`src/rtl/blake2s_pkg.sv`:
```
// Shared constants and types for the BLAKE2s message feeder and core wrapper.
package blake2s_pkg;

    localparam int BLOCK_BYTES = 64;
    localparam int BLOCK_W     = 512;
    localparam int LEN_W       = 64;

    typedef enum logic [1:0] {
        ST_IDLE,
        ST_FILL,
        ST_ISSUE,
        ST_GAP
    } feeder_state_e;

    typedef struct packed {
        logic               init;
        logic               next;
        logic               is_final;
        logic [BLOCK_W-1:0] block;
        logic [LEN_W-1:0]   length;
    } core_cmd_t;

endpackage

```
`src/rtl/blake2s_block_buf.sv`:
```
// 64-byte block register with indexed byte write, clear/load, and fill index.
module blake2s_block_buf #(
    parameter int BLOCK_BYTES = 64,
    localparam int IDX_W = $clog2(BLOCK_BYTES)
) (
    input  logic                     clk,
    input  logic                     reset_n,
    input  logic                     clear,
    input  logic                     load,
    input  logic [BLOCK_BYTES*8-1:0] load_data,
    input  logic                     wr_en,
    input  logic [7:0]               wr_data,
    output logic [BLOCK_BYTES*8-1:0] data,
    output logic [IDX_W-1:0]         idx,
    output logic                     full
);

    // full means the byte written at the current index completes the block
    assign full = (idx == IDX_W'(BLOCK_BYTES - 1));

    always_ff @(posedge clk or negedge reset_n) begin
        if (!reset_n) begin
            data <= '0;
            idx  <= '0;
        end else if (load) begin
            data <= load_data;
            idx  <= '0;
        end else if (clear) begin
            data <= '0;
            idx  <= '0;
        end else if (wr_en) begin
            data[int'(idx)*8 +: 8] <= wr_data;
            idx                    <= idx + IDX_W'(1);
        end
    end

endmodule

```
`src/rtl/blake2s_msg_feeder.sv`:
```
// Packs a byte-serial message into BLAKE2s blocks and issues init/next/final to the core.
// Optional keyed mode (key block sent first) is enabled with BLAKE2_FEEDER_KEY_EN.
module blake2s_msg_feeder #(
    parameter int BLOCK_BYTES = 64,
    parameter int LEN_W       = 64
) (
    input  logic                     clk,
    input  logic                     reset_n,
    input  logic                     start,
    input  logic                     msg_empty,
    input  logic                     in_valid,
    input  logic [7:0]               in_data,
    input  logic                     in_last,
    output logic                     in_ready,
    input  logic                     core_ready,
    output logic                     core_init,
    output logic                     core_next,
    output logic                     core_final,
    output logic [BLOCK_BYTES*8-1:0] core_block,
    output logic [LEN_W-1:0]         core_length,
    output logic                     busy
`ifdef BLAKE2_FEEDER_KEY_EN
    ,
    input  logic [255:0]             key,
    input  logic [5:0]               key_len
`endif
);

    import blake2s_pkg::*;

    localparam int IDX_W = $clog2(BLOCK_BYTES);

    feeder_state_e            state;
    logic                     first_blk;
    logic                     last;
    logic [LEN_W-1:0]         length;
    logic                     keyed;
    logic [BLOCK_BYTES*8-1:0] key_block;
    logic [BLOCK_BYTES*8-1:0] blk_data;
    logic [IDX_W-1:0]         blk_idx;
    logic                     blk_full;
    logic                     blk_clear;
    logic                     blk_load;
    logic                     wr_en;
    logic                     fire;

`ifdef BLAKE2_FEEDER_KEY_EN
    logic [5:0] klen;

    assign klen  = (key_len > 6'd32) ? 6'd32 : key_len;
    assign keyed = (key_len != 6'd0);

    always_comb begin
        key_block = '0;
        for (int i = 0; i < 32; i++) begin
            if (6'(i) < klen) key_block[i*8 +: 8] = key[i*8 +: 8];
        end
    end
`else
    assign keyed     = 1'b0;
    assign key_block = '0;
`endif

    assign wr_en     = (state == ST_FILL) && in_valid;
    assign blk_load  = (state == ST_IDLE) && start && keyed;
    // Each new block starts from zeros so the tail of a short block is already padded
    assign blk_clear = ((state == ST_IDLE) && start && !keyed) ||
                       ((state == ST_GAP) && !last);

    blake2s_block_buf #(
        .BLOCK_BYTES(BLOCK_BYTES)
    ) u_buf (
        .clk      (clk),
        .reset_n  (reset_n),
        .clear    (blk_clear),
        .load     (blk_load),
        .load_data(key_block),
        .wr_en    (wr_en),
        .wr_data  (in_data),
        .data     (blk_data),
        .idx      (blk_idx),
        .full     (blk_full)
    );

    always_ff @(posedge clk or negedge reset_n) begin
        if (!reset_n) begin
            state     <= ST_IDLE;
            first_blk <= 1'b0;
            last      <= 1'b0;
            length    <= '0;
        end else begin
            case (state)
                ST_IDLE: begin
                    if (start) begin
                        first_blk <= 1'b1;
                        if (keyed) begin
                            length <= LEN_W'(BLOCK_BYTES);
                            last   <= msg_empty;
                            state  <= ST_ISSUE;
                        end else if (msg_empty) begin
                            length <= '0;
                            last   <= 1'b1;
                            state  <= ST_ISSUE;
                        end else begin
                            length <= '0;
                            last   <= 1'b0;
                            state  <= ST_FILL;
                        end
                    end
                end
                ST_FILL: begin
                    if (in_valid) begin
                        length <= length + LEN_W'(1);
                        if (in_last || blk_full) begin
                            last  <= in_last;
                            state <= ST_ISSUE;
                        end
                    end
                end
                ST_ISSUE: begin
                    if (core_ready) begin
                        first_blk <= 1'b0;
                        state     <= ST_GAP;
                    end
                end
                ST_GAP: begin
                    state <= last ? ST_IDLE : ST_FILL;
                end
                default: state <= ST_IDLE;
            endcase
        end
    end

    // Command is decoded from registered state so it fires in the first core_ready cycle
    assign fire        = (state == ST_ISSUE) && core_ready;
    assign core_init   = fire && first_blk;
    assign core_next   = fire && !first_blk;
    assign core_final  = fire && last;
    assign core_block  = blk_data;
    assign core_length = length;
    assign in_ready    = (state == ST_FILL);
    assign busy        = (state != ST_IDLE);

endmodule

```
`config.mk`:
```
export PLATFORM = sky130hd
export DESIGN_NAME = blake2s_msg_feeder
export DESIGN_NICKNAME = d
export VERILOG_FILES = /design/src/rtl/blake2s_pkg.sv /design/src/rtl/blake2s_block_buf.sv /design/src/rtl/blake2s_msg_feeder.sv
export SDC_FILE = /design/constraint.sdc
export NUM_CORES = 1
export LEC_CHECK = 0
export ABC_AREA = 0
export CELL_PAD_IN_SITES_DETAIL_PLACEMENT = 1
export CELL_PAD_IN_SITES_GLOBAL_PLACEMENT = 2
export CORE_MARGIN = 8
export CORE_UTILIZATION = 35
export CTS_BUF_LIST = sky130_fd_sc_hd__clkbuf_8 sky130_fd_sc_hd__clkbuf_16
export DETAILED_ROUTE_END_ITERATION = 10
export GPL_ROUTABILITY_DRIVEN = 0
export HOLD_SLACK_MARGIN = 0.05
export MAX_ROUTING_LAYER = met4
export PLACE_DENSITY = 0.88
export SYNTH_ARGS = -nofsm -noshare
export SYNTH_HDL_FRONTEND = slang
export SYNTH_SLANG_ARGS = --single-unit
```
`constraint.sdc`:
```
create_clock -name clk -period 5.1 [get_ports clk]
set_input_delay 0.765 -clock clk [delete_from_list [all_inputs] [get_ports clk]]
set_output_delay 0.765 -clock clk [all_outputs]
set_load 0.05 [all_outputs]
```
### Word-level counts from Yosys, hierarchy flattened

Cells that the tools add are included.

| operators by class | value |
|---|---|
| add/sub/neg operators | 3 |
| equality and inequality tests | 8 |
| shift operators | 2 |
| mux-type cells | 23 |
| reduce and logical (&&, ||, !) cells | 20 |

Operators with widths:

| kind | number |
|---|---|
| 512-bit two-way mux | 2 |
| 512-bit bitwise mux | 1 |
| 8-bit by 33-bit variable shift with 512-bit output, first input constant | 1 |
| 8-bit by 33-bit variable part select with 512-bit output | 1 |
| 64-bit two-way mux | 2 |
| 64-bit case mux with 2 select lines | 1 |
| 64-bit by 1-bit adder with 64-bit output, second input constant | 1 |
| 9-bit negator with 33-bit output | 1 |
| 6-bit two-way mux | 2 |
| 2-bit two-way mux | 5 |
| 2-bit case mux with 4 select lines | 1 |
| 4-bit AND reduction | 2 |
| 2-bit nonzero test | 4 |
| 1-bit logical AND | 7 |
| 1-bit two-way mux | 7 |
| 6-bit by 1-bit adder with 6-bit output, second input constant | 1 |
| 6-bit == test, second input constant | 1 |
| 2-bit inequality test, second input constant | 3 |
| 3-bit AND reduction | 2 |
| 2-bit == test, second input constant | 2 |
| 1-bit case mux with 2 select lines | 2 |
| 2-bit by 1-bit == test with 1-bit output, second input constant | 1 |
| 1-bit logical NOT | 2 |
| 2-bit logical NOT | 1 |
| 2 further kinds | 3 |

| storage, ports and cells | value |
|---|---|
| register bits | 586 |
| input port bits | 15 |
| output and inout bits | 581 |
| word-level logic and storage cells | 62 |

### Logic depth before layout (Yosys ltp)

Gate-level depths: netlist of run 1.

| logic depth | value |
|---|---|
| depth in word-level cells | 5 |
| depth in mapped cells | 12 |
| depth with buffers taken out | 8 |

### Modules after synthesis

A second synthesis of run 1 with hierarchy kept.

| unflattened totals | value |
|---|---|
| cell total of the unflattened synthesis | 2954 |
| area, all modules | 31652.9 um^2 |

By module, submodules not included:

| module | instances | cells an instance | area an instance (um^2) | sequential area each (um^2) |
|---|---|---|---|---|
| blake2s_block_buf | 1 | 2539 | 27941.8 | 12962.4 |
| blake2s_msg_feeder | 1 | 415 | 3711.1 | 1701.6 |

### Worst setup path before layout of run 1

No wires, ideal clock.

| timing | value |
|---|---|
| path kind | register to register |
| start | register state[1] |
| end | register length[39] (netlist: core_length[39]) |
| setup time | 0.078 ns |
| arrival | 2.962 ns |
| required time | 5.022 ns |
| slack | 2.060 ns |
| cell stages (with the launch flop) | 10 |
| path buffers | 2 |
| period minus slack after synthesis | 3.040 ns |
| cell sequence | dfrtp_1 -> inv_1 -> ha_1 -> buf_2 -> o211a_1 -> nand4_1 -> or4_1 -> clkbuf_1 -> or4_1 -> a21oi_1 |

| on the way | value |
|---|---|
| word-level cells in the longest chain between the ends | 3 |
| elaborated cells between the ends (all ways) | 7 |
| those cells by class | eq/ne: 3; mux: 1; reduce/logical: 3 |

Ends and longest elaborated chain:

| item | RTL line | source |
|---|---|---|
| start: declaration | blake2s_msg_feeder.sv:33 | `feeder_state_e state;` |
| start signal: assignment | blake2s_msg_feeder.sv:127 | `state <= last ? ST_IDLE : ST_FILL;` |
| 2-bit by 1-bit == test with 1-bit output (*) | - |  |
| named net in_ready | blake2s_msg_feeder.sv:14 | `output logic in_ready,` |
| 2-bit inequality test (no line) or 2-bit nonzero test (tied branches) | - |  |
| 3-bit AND reduction (no line) | - |  |
| end signal: assignment | blake2s_msg_feeder.sv:97 | `length <= LEN_W'(BLOCK_BYTES);` |
| end signal: assignment | blake2s_msg_feeder.sv:113 | `length <= length + LEN_W'(1);` |
| end: declaration | blake2s_msg_feeder.sv:36 | `logic [LEN_W-1:0] length;` |

The timed path passes the listed nets; every way through them passes the cells marked *.
A chain may end at the register's enable or synchronous reset.

### Final worst setup path of run 1

| timing | value |
|---|---|
| start | register u_buf.idx[0] |
| end | register u_buf.data[173] |

| on the way | value |
|---|---|
| word-level cells in the longest chain between the ends | 5 |
| elaborated cells between the ends (all ways) | 6 |
| those cells by class | add/sub: 1; shift: 2; mux: 3 |

Ends and longest elaborated chain:

| item | RTL line | source |
|---|---|---|
| start: declaration | blake2s_block_buf.sv:14 | `output logic [IDX_W-1:0] idx,` |
| start signal: assignment | blake2s_block_buf.sv:33 | `idx <= idx + IDX_W'(1);` |
| 9-bit negator with 33-bit output (*) | blake2s_block_buf.sv:32 | `data[int'(idx)*8 +: 8] <= wr_data;` |
| 8-bit by 33-bit variable part select with 512-bit output or 8-bit by 33-bit variable shift with 512-bit output (tied branches) | blake2s_block_buf.sv:32 |  |
| 512-bit bitwise mux (*) | blake2s_block_buf.sv:32 |  |
| 512-bit two-way mux (*) | blake2s_block_buf.sv:31 | `end else if (wr_en) begin` |
| 512-bit two-way mux (*) | blake2s_block_buf.sv:28 | `end else if (clear) begin` |
| end signal: assignment | blake2s_block_buf.sv:26 | `data <= load_data;` |
| end signal: indexed assignment | blake2s_block_buf.sv:32 |  |
| end: declaration | blake2s_block_buf.sv:13 | `output logic [BLOCK_BYTES*8-1:0] data,` |

Every way passes the cells marked *; elsewhere a longest branch is shown, timed or not. The select of a mux whose other input is x is not followed.

==> out/metrics.csv, run 1 <==
metric;value;unit
synth_ff_type;dfrtp_1;
cts_resized;0;
clock_skew;39.0;ps
clk_latency;640;ps
numCtsBuffers;67;
grt_pass1_vias;23000;
synthesis.area;0.0245;mm2
cp_max_fo;19;
area_delta_synth_final;37.5;%
rsz0062_at_grt;false;
maxSlewViolCount;0;
clk_pin_slew;70;ps
io_pins;596;
root_buffer;clkbuf_16;
synth-seq-cells;586;
final_cell_mix;dfrtp_1, clkdlybuf4s50_1, a22o_1;
cp.arrival;4970;ps
nets;2660;
start_kind;register;
leakage;14.5;nW
die_w;280;um
worst_slew_pin_slew;1300;ps
dpl.hpwl;77.6;mm
end_kind;register;
ctsLongestPathBuffers;3;
start_util;35.1;%
avgRoutedWirePerCell;29.9;um
synthDistinctLibCells;74;
hold_viol;0;
ys_seq_area_share;59.9;%
async_flop_share;100;%
dr.pass1.iters;5;
hold_buffers;0;
grt_overflow;0;
setup_tns;0;ps
drc;0;
grt_max_degree;126;
syn_inst;2070;
rr_endpoint;u_buf.data[173];
fmax;228;MHz
synth_edf_count;0;
ant_nets;0;
num_antenna_cells;0;
antenna_found_initial;0;
finalCritPeriodShare;86.2;%
grtUsageTotal;27.6;%
status;finished, final reports clean;
pwr_density_cell;363;mW/mm2
clkSinkCount;586;
drt_first_iter_violations;1530;
reg2reg_from;u_buf.idx[0];
ff2ff_path_depth;7;
maxSlewHeadroom;12.4;%
crit_start;u_buf.idx[0];
drv.max_cap_violation_count;0;
port_buffers;595;
core_area;0.0697;mm2
die_area;0.0787;mm2
row_count;97;
criticalPathCategory;register to register;
drive_above_1_share;7.82;%
finalSetupViolations;0;
ir_drop;0.000213;V
min_path_type;input pin to asynchronous set/reset pin;
cts_tree;done;
critPathRequiredTime;5670;ps
stdcell_area;0.0337;mm2
grt_pass1_wl;160;mm
cts_max_level;3;
synth_nets;2094;
viasPerCell;5.88;
die_h;280;um
yosysWarnings;0;
reg2reg_slack;710;ps
route.vias.total;21300;
syn_avg_cell_area;11.8;um2
min_period;4390;ps
post-cts-setup-buffers;0;
wl;108;mm
place_area;0.0314;mm2
==> per-stage QoR <==
step	power, mW	util [%]	instances	worst slack (ps)	hold WS, ps
finish	12.2	48.3	3627	705	167
global route	12.6	48.3	3627	460	198
CTS	12.3	48.3	3627	797	187
detailed placement	7.41	45.1	3507	588	470
global placement	7.32	45.1	3507	799	462
floorplan	6.37	-	2070	2060	469
==> synth_stat cells (5+ instances only) <==
library cell    n  area (um2)
nor3_1         33         165
and2_1         11        68.8
and4_1          9        78.8
o211ai_1       26         195
ha_1            9         113
a32o_1         24         240
xnor2_1        16         140
and3_1         20         125
o2bb2ai_1      81         709
inv_1          22        82.6
dfrtp_1       586       14700
buf_1           6        22.5
nor2b_1         7        43.8
nand2_1       221         830
nand3_1        57         285
nor2_1         51         191
a21oi_1        70         350
nand4_1        34         213
a31oi_1        14        87.6
mux2i_1        72         721
or3_1          14        87.6
clkbuf_1      106         398
buf_2          27         135
o21ai_0        59         295
a22o_1        278        2430
nand2b_1       12        75.1
and2_0         11        68.8
o31ai_1        53         398
o41ai_1         5        43.8
or4_1          26         195
nor3_2          5        50.1
nor4_1         11        68.8
xor2_1         11        96.3
a21oi_2         8        70.1
==> worst max-delay path by stage <==
stage	endpoint	depth (start not counted)	slack, ps
global route	u_buf.data[236]	7	460
CTS	u_buf.data[236]	7	800
global placement	u_buf.data[289]	7	800
floorplan	core_length[39]	9	2060
finish	u_buf.data[173]	7	710
detailed placement	u_buf.data[293]	7	590
==> layout make-up <==
class	instances	area [um2]
fillers	7340	36000
flip-flops and latches	586	14700
multi-input cells	1316	9190
repair buffers	643	6330
clock buffers	77	1810
well taps	940	1180
clock inverters	43	417
inverters	22	82.6
==> registers in the layout, indices dropped and copies added (netlist names) <==
signal	cells
u_buf.data	512
core_length	64
u_buf.idx	6
state	2
first_blk	1
last	1
==> logic make-up after synthesis <==
family | count (synthesis) | share of synthesized area, %
XOR/XNOR | 27 | 0.966
multiplexers | 72 | 2.94
AO/OA/AOI/OAI | 651 | 21.0
adder cells (fa/ha/maj) | 9 | 0.460
buffers and inverters | 168 | 2.87
flip-flops | 586 | 59.9
AND/OR/NAND/NOR | 557 | 11.9
==> worst max-delay path: stages (launching register included) <==
cell and delay, ps:
dfrtp_1 790, inv_1 190, ha_1 460, xnor2_1 290, nor3_2 530, nand3_1 800, nor3_2 990, a22o_1 270
==> routing by layer <==
| metal | routed length (um) | track usage (%) |
|---|---|---|
| met5 | 0 | - |
| met4 | 5550 | 12.2 |
| met3 | 7440 | 6.23 |
| met2 | 52200 | 44.2 |
| met1 | 43100 | 33.3 |
==> power by group <==
group	switching (mW)	total, mW	internal, mW
clock network	2.13	4.88	2.75
registers	0.0756	4.77	4.70
logic	2.09	2.58	0.489
total	4.29	12.2	7.94
No activity file was read; power rests on OpenSTA's default activity.
==> run 2, diff against run 1 <==
Settings changed: CORE_UTILIZATION 35 to 41, DONT_BUFFER_PORTS set to 1, PLACE_DENSITY 0.88 to 0.81.
Clock period 5.1 ns to 4.15 ns, I/O delays scaled along.
==> out/metrics.csv, run 2 (same netlist as run 1, synthesis figures left out) <==
metric;value;unit;change
status;complete, but fails checks;;was finished, final reports clean
failed_checks;hold timing, slew limit;;
route.vias.total;18700;;was 21300
worst_slew_pin_slew;3670;ps;was 1300 ps
core_area;0.0590;mm2;was 0.0697 mm2
cts_tree;done;;unchanged
drive_above_1_share;10.1;%;was 7.82%
row_count;89;;was 97
power_frac_seq;40.8;%;was 39.0%
start_util;41.5;%;was 35.1%
grt_max_degree;587;;was 126
io_pins;596;;unchanged
root_buffer;clkbuf_16;;unchanged
viasPerCell;6.50;;was 5.88
clockPowerShare;40.2;%;was 39.9%
critPathRequiredTime;4680;ps;was 5670 ps
finalCritPeriodShare;94.8;%;was 86.2%
fill_cells;6107;;was 7340
drc;0;;unchanged
ant_nets;0;;unchanged
drv.max_cap_violation_count;0;;unchanged
grt_overflow;0;;unchanged
swShare;33.5;%;was 35.1%
regMostFlops;u_buf.data;;unchanged
end_kind;register;;unchanged
die_w;260;um;was 280 um
grt_pass1_vias;19600;;was 23000
final_common_cell;dfrtp_1;;
cp_max_fo;20;;was 19
dpl.hpwl;67.7;mm;was 77.6 mm
cp.arrival;4470;ps;was 4970 ps
ir_drop;0.000352;V;was 0.000213 V
p_switching;4.89;mW;was 4.29 mW
drt_first_iter_violations;1441;;was 1530
hold_viol;99;;was 0
grt_pass1_wl;142;mm;was 160 mm
post-cts-setup-buffers;0;;unchanged
clk_latency;610;ps;was 640 ps
cts_max_level;3;;unchanged
setup_tns;0;ps;unchanged
min_path_type;input pin to asynchronous set/reset pin;;unchanged
clkSinkCount;586;;unchanged
fmax;254;MHz;was 228 MHz
port_buffers;0;;was 595
min_period;3940;ps;was 4390 ps
antenna_found_initial;1;;was 0
grtUsageTotal;28.6;%;was 27.6%
die_h;260;um;was 280 um
ctsLongestPathBuffers;3;;unchanged
wl;97.1;mm;was 108 mm
final_cells;2871;;was 3627
maxSlewViolCount;468;;was 0
rsz0062_at_grt;false;;unchanged
clk_pin_slew;60;ps;was 70 ps
avgRoutedWirePerCell;33.8;um;was 29.9 um
clock_skew;22.8;ps;was 39.0 ps
combPwrFrac;19.0;%;was 21.1%
numCtsBuffers;66;;was 67
maxSlewHeadroom;-145;%;was 12.4%
hold_slack;-268;ps;was 167 ps
p_int;9.71;mW;was 7.94 mW
largest_register_ffs;512;;unchanged
area_delta_synth_final;12.4;%;was 37.5%
final_cell_mix;dfrtp_1, a22o_1, nand2_1;;was dfrtp_1, clkdlybuf4s50_1, a22o_1
dr.pass1.iters;5;;unchanged
criticalPathCategory;register to register;;unchanged
nets;2072;;was 2660
pwr_density_cell;530;mW/mm2;was 363 mW/mm2
finalSetupViolations;0;;unchanged
post-place-cells;2753;;was 3507
leakage;12.5;nW;was 14.5 nW
die_area;0.0678;mm2;was 0.0787 mm2
start_kind;register;;unchanged
-- run 2: timing repair --
item	CTS	global route
setup endpoints to repair	0	22
resized for setup	0	3
endpoints found under the hold margin	586	586
-- run 2: metrics by stage --
stage          total power, mW  worst slack (ps)  util, %  hold slack, ps  instance area [um2]
2_1_floorplan             7.83              1110        -             327                24500
3_3_place_gp              8.71               284     42.9             345                25300
3_5_place_dp              8.77               190     42.9             347                25300
4_1_cts                   14.7               181     46.6            -303                27500
5_1_grt                   15.1              83.7     46.6            -300                27500
6_report                  14.6               214     46.6            -268                27500
-- run 2: area by class of cell --
type	count	area (um2)	area share [%]
Antenna cell	2	5.00	0.0182
Inverter	22	82.6	0.300
Timing Repair Buffer	56	420	1.53
Tap cell	773	967	3.51
Multi-Input combinational cell	1316	9220	33.5
Clock buffer	83	1890	6.85
Clock inverter	33	290	1.05
Sequential cell	586	14700	53.3
-- run 2: final timing paths --
kind / slack, ps / endpoint / from / cells after the start
worst max-delay path: 210 / u_buf.data[46] / u_buf.idx[3] / 7
worst max register to register: 210 / u_buf.data[46] / u_buf.idx[3] / 7
worst min-delay path: -270 / core_length[49] / reset_n / 0
min in group clk: 150 / u_buf.data[171] / in_data[3] / 1
max in group asynchronous: 1540 / first_blk / reset_n / 0
worst min register to register: 530 / first_blk / first_blk / 2
-- run 2: power groups by stage --
stage          logic [mW]  registers, mW  clock network, mW
3_5_place_dp         2.72           6.05                  0
5_1_grt              2.98           5.96               6.19
2_1_floorplan        1.79           6.04                  0
6_report             2.77           5.95               5.87
4_1_cts              2.74           5.95               5.99
3_3_place_gp         2.66           6.05                  0
-- run 2: per-layer routing --
layer / global-route usage [%] / vias up / routed length (um)
li1: - / 7767 / -
met1: 33.9 / 9919 / 37100
met2: 44.9 / 782 / 46700
met3: 10.3 / 191 / 9720
met4: 10.2 / 0 / 3530
met5: - / - / 0
-- run 2: worst max-delay path, cell delays in order (launching register included) --
cell     delay [ps]
dfrtp_1         720
inv_1           250
and3_1          240
ha_1            310
nor3_2          640
nand3_1         570
nor3b_2         860
a22o_1          260
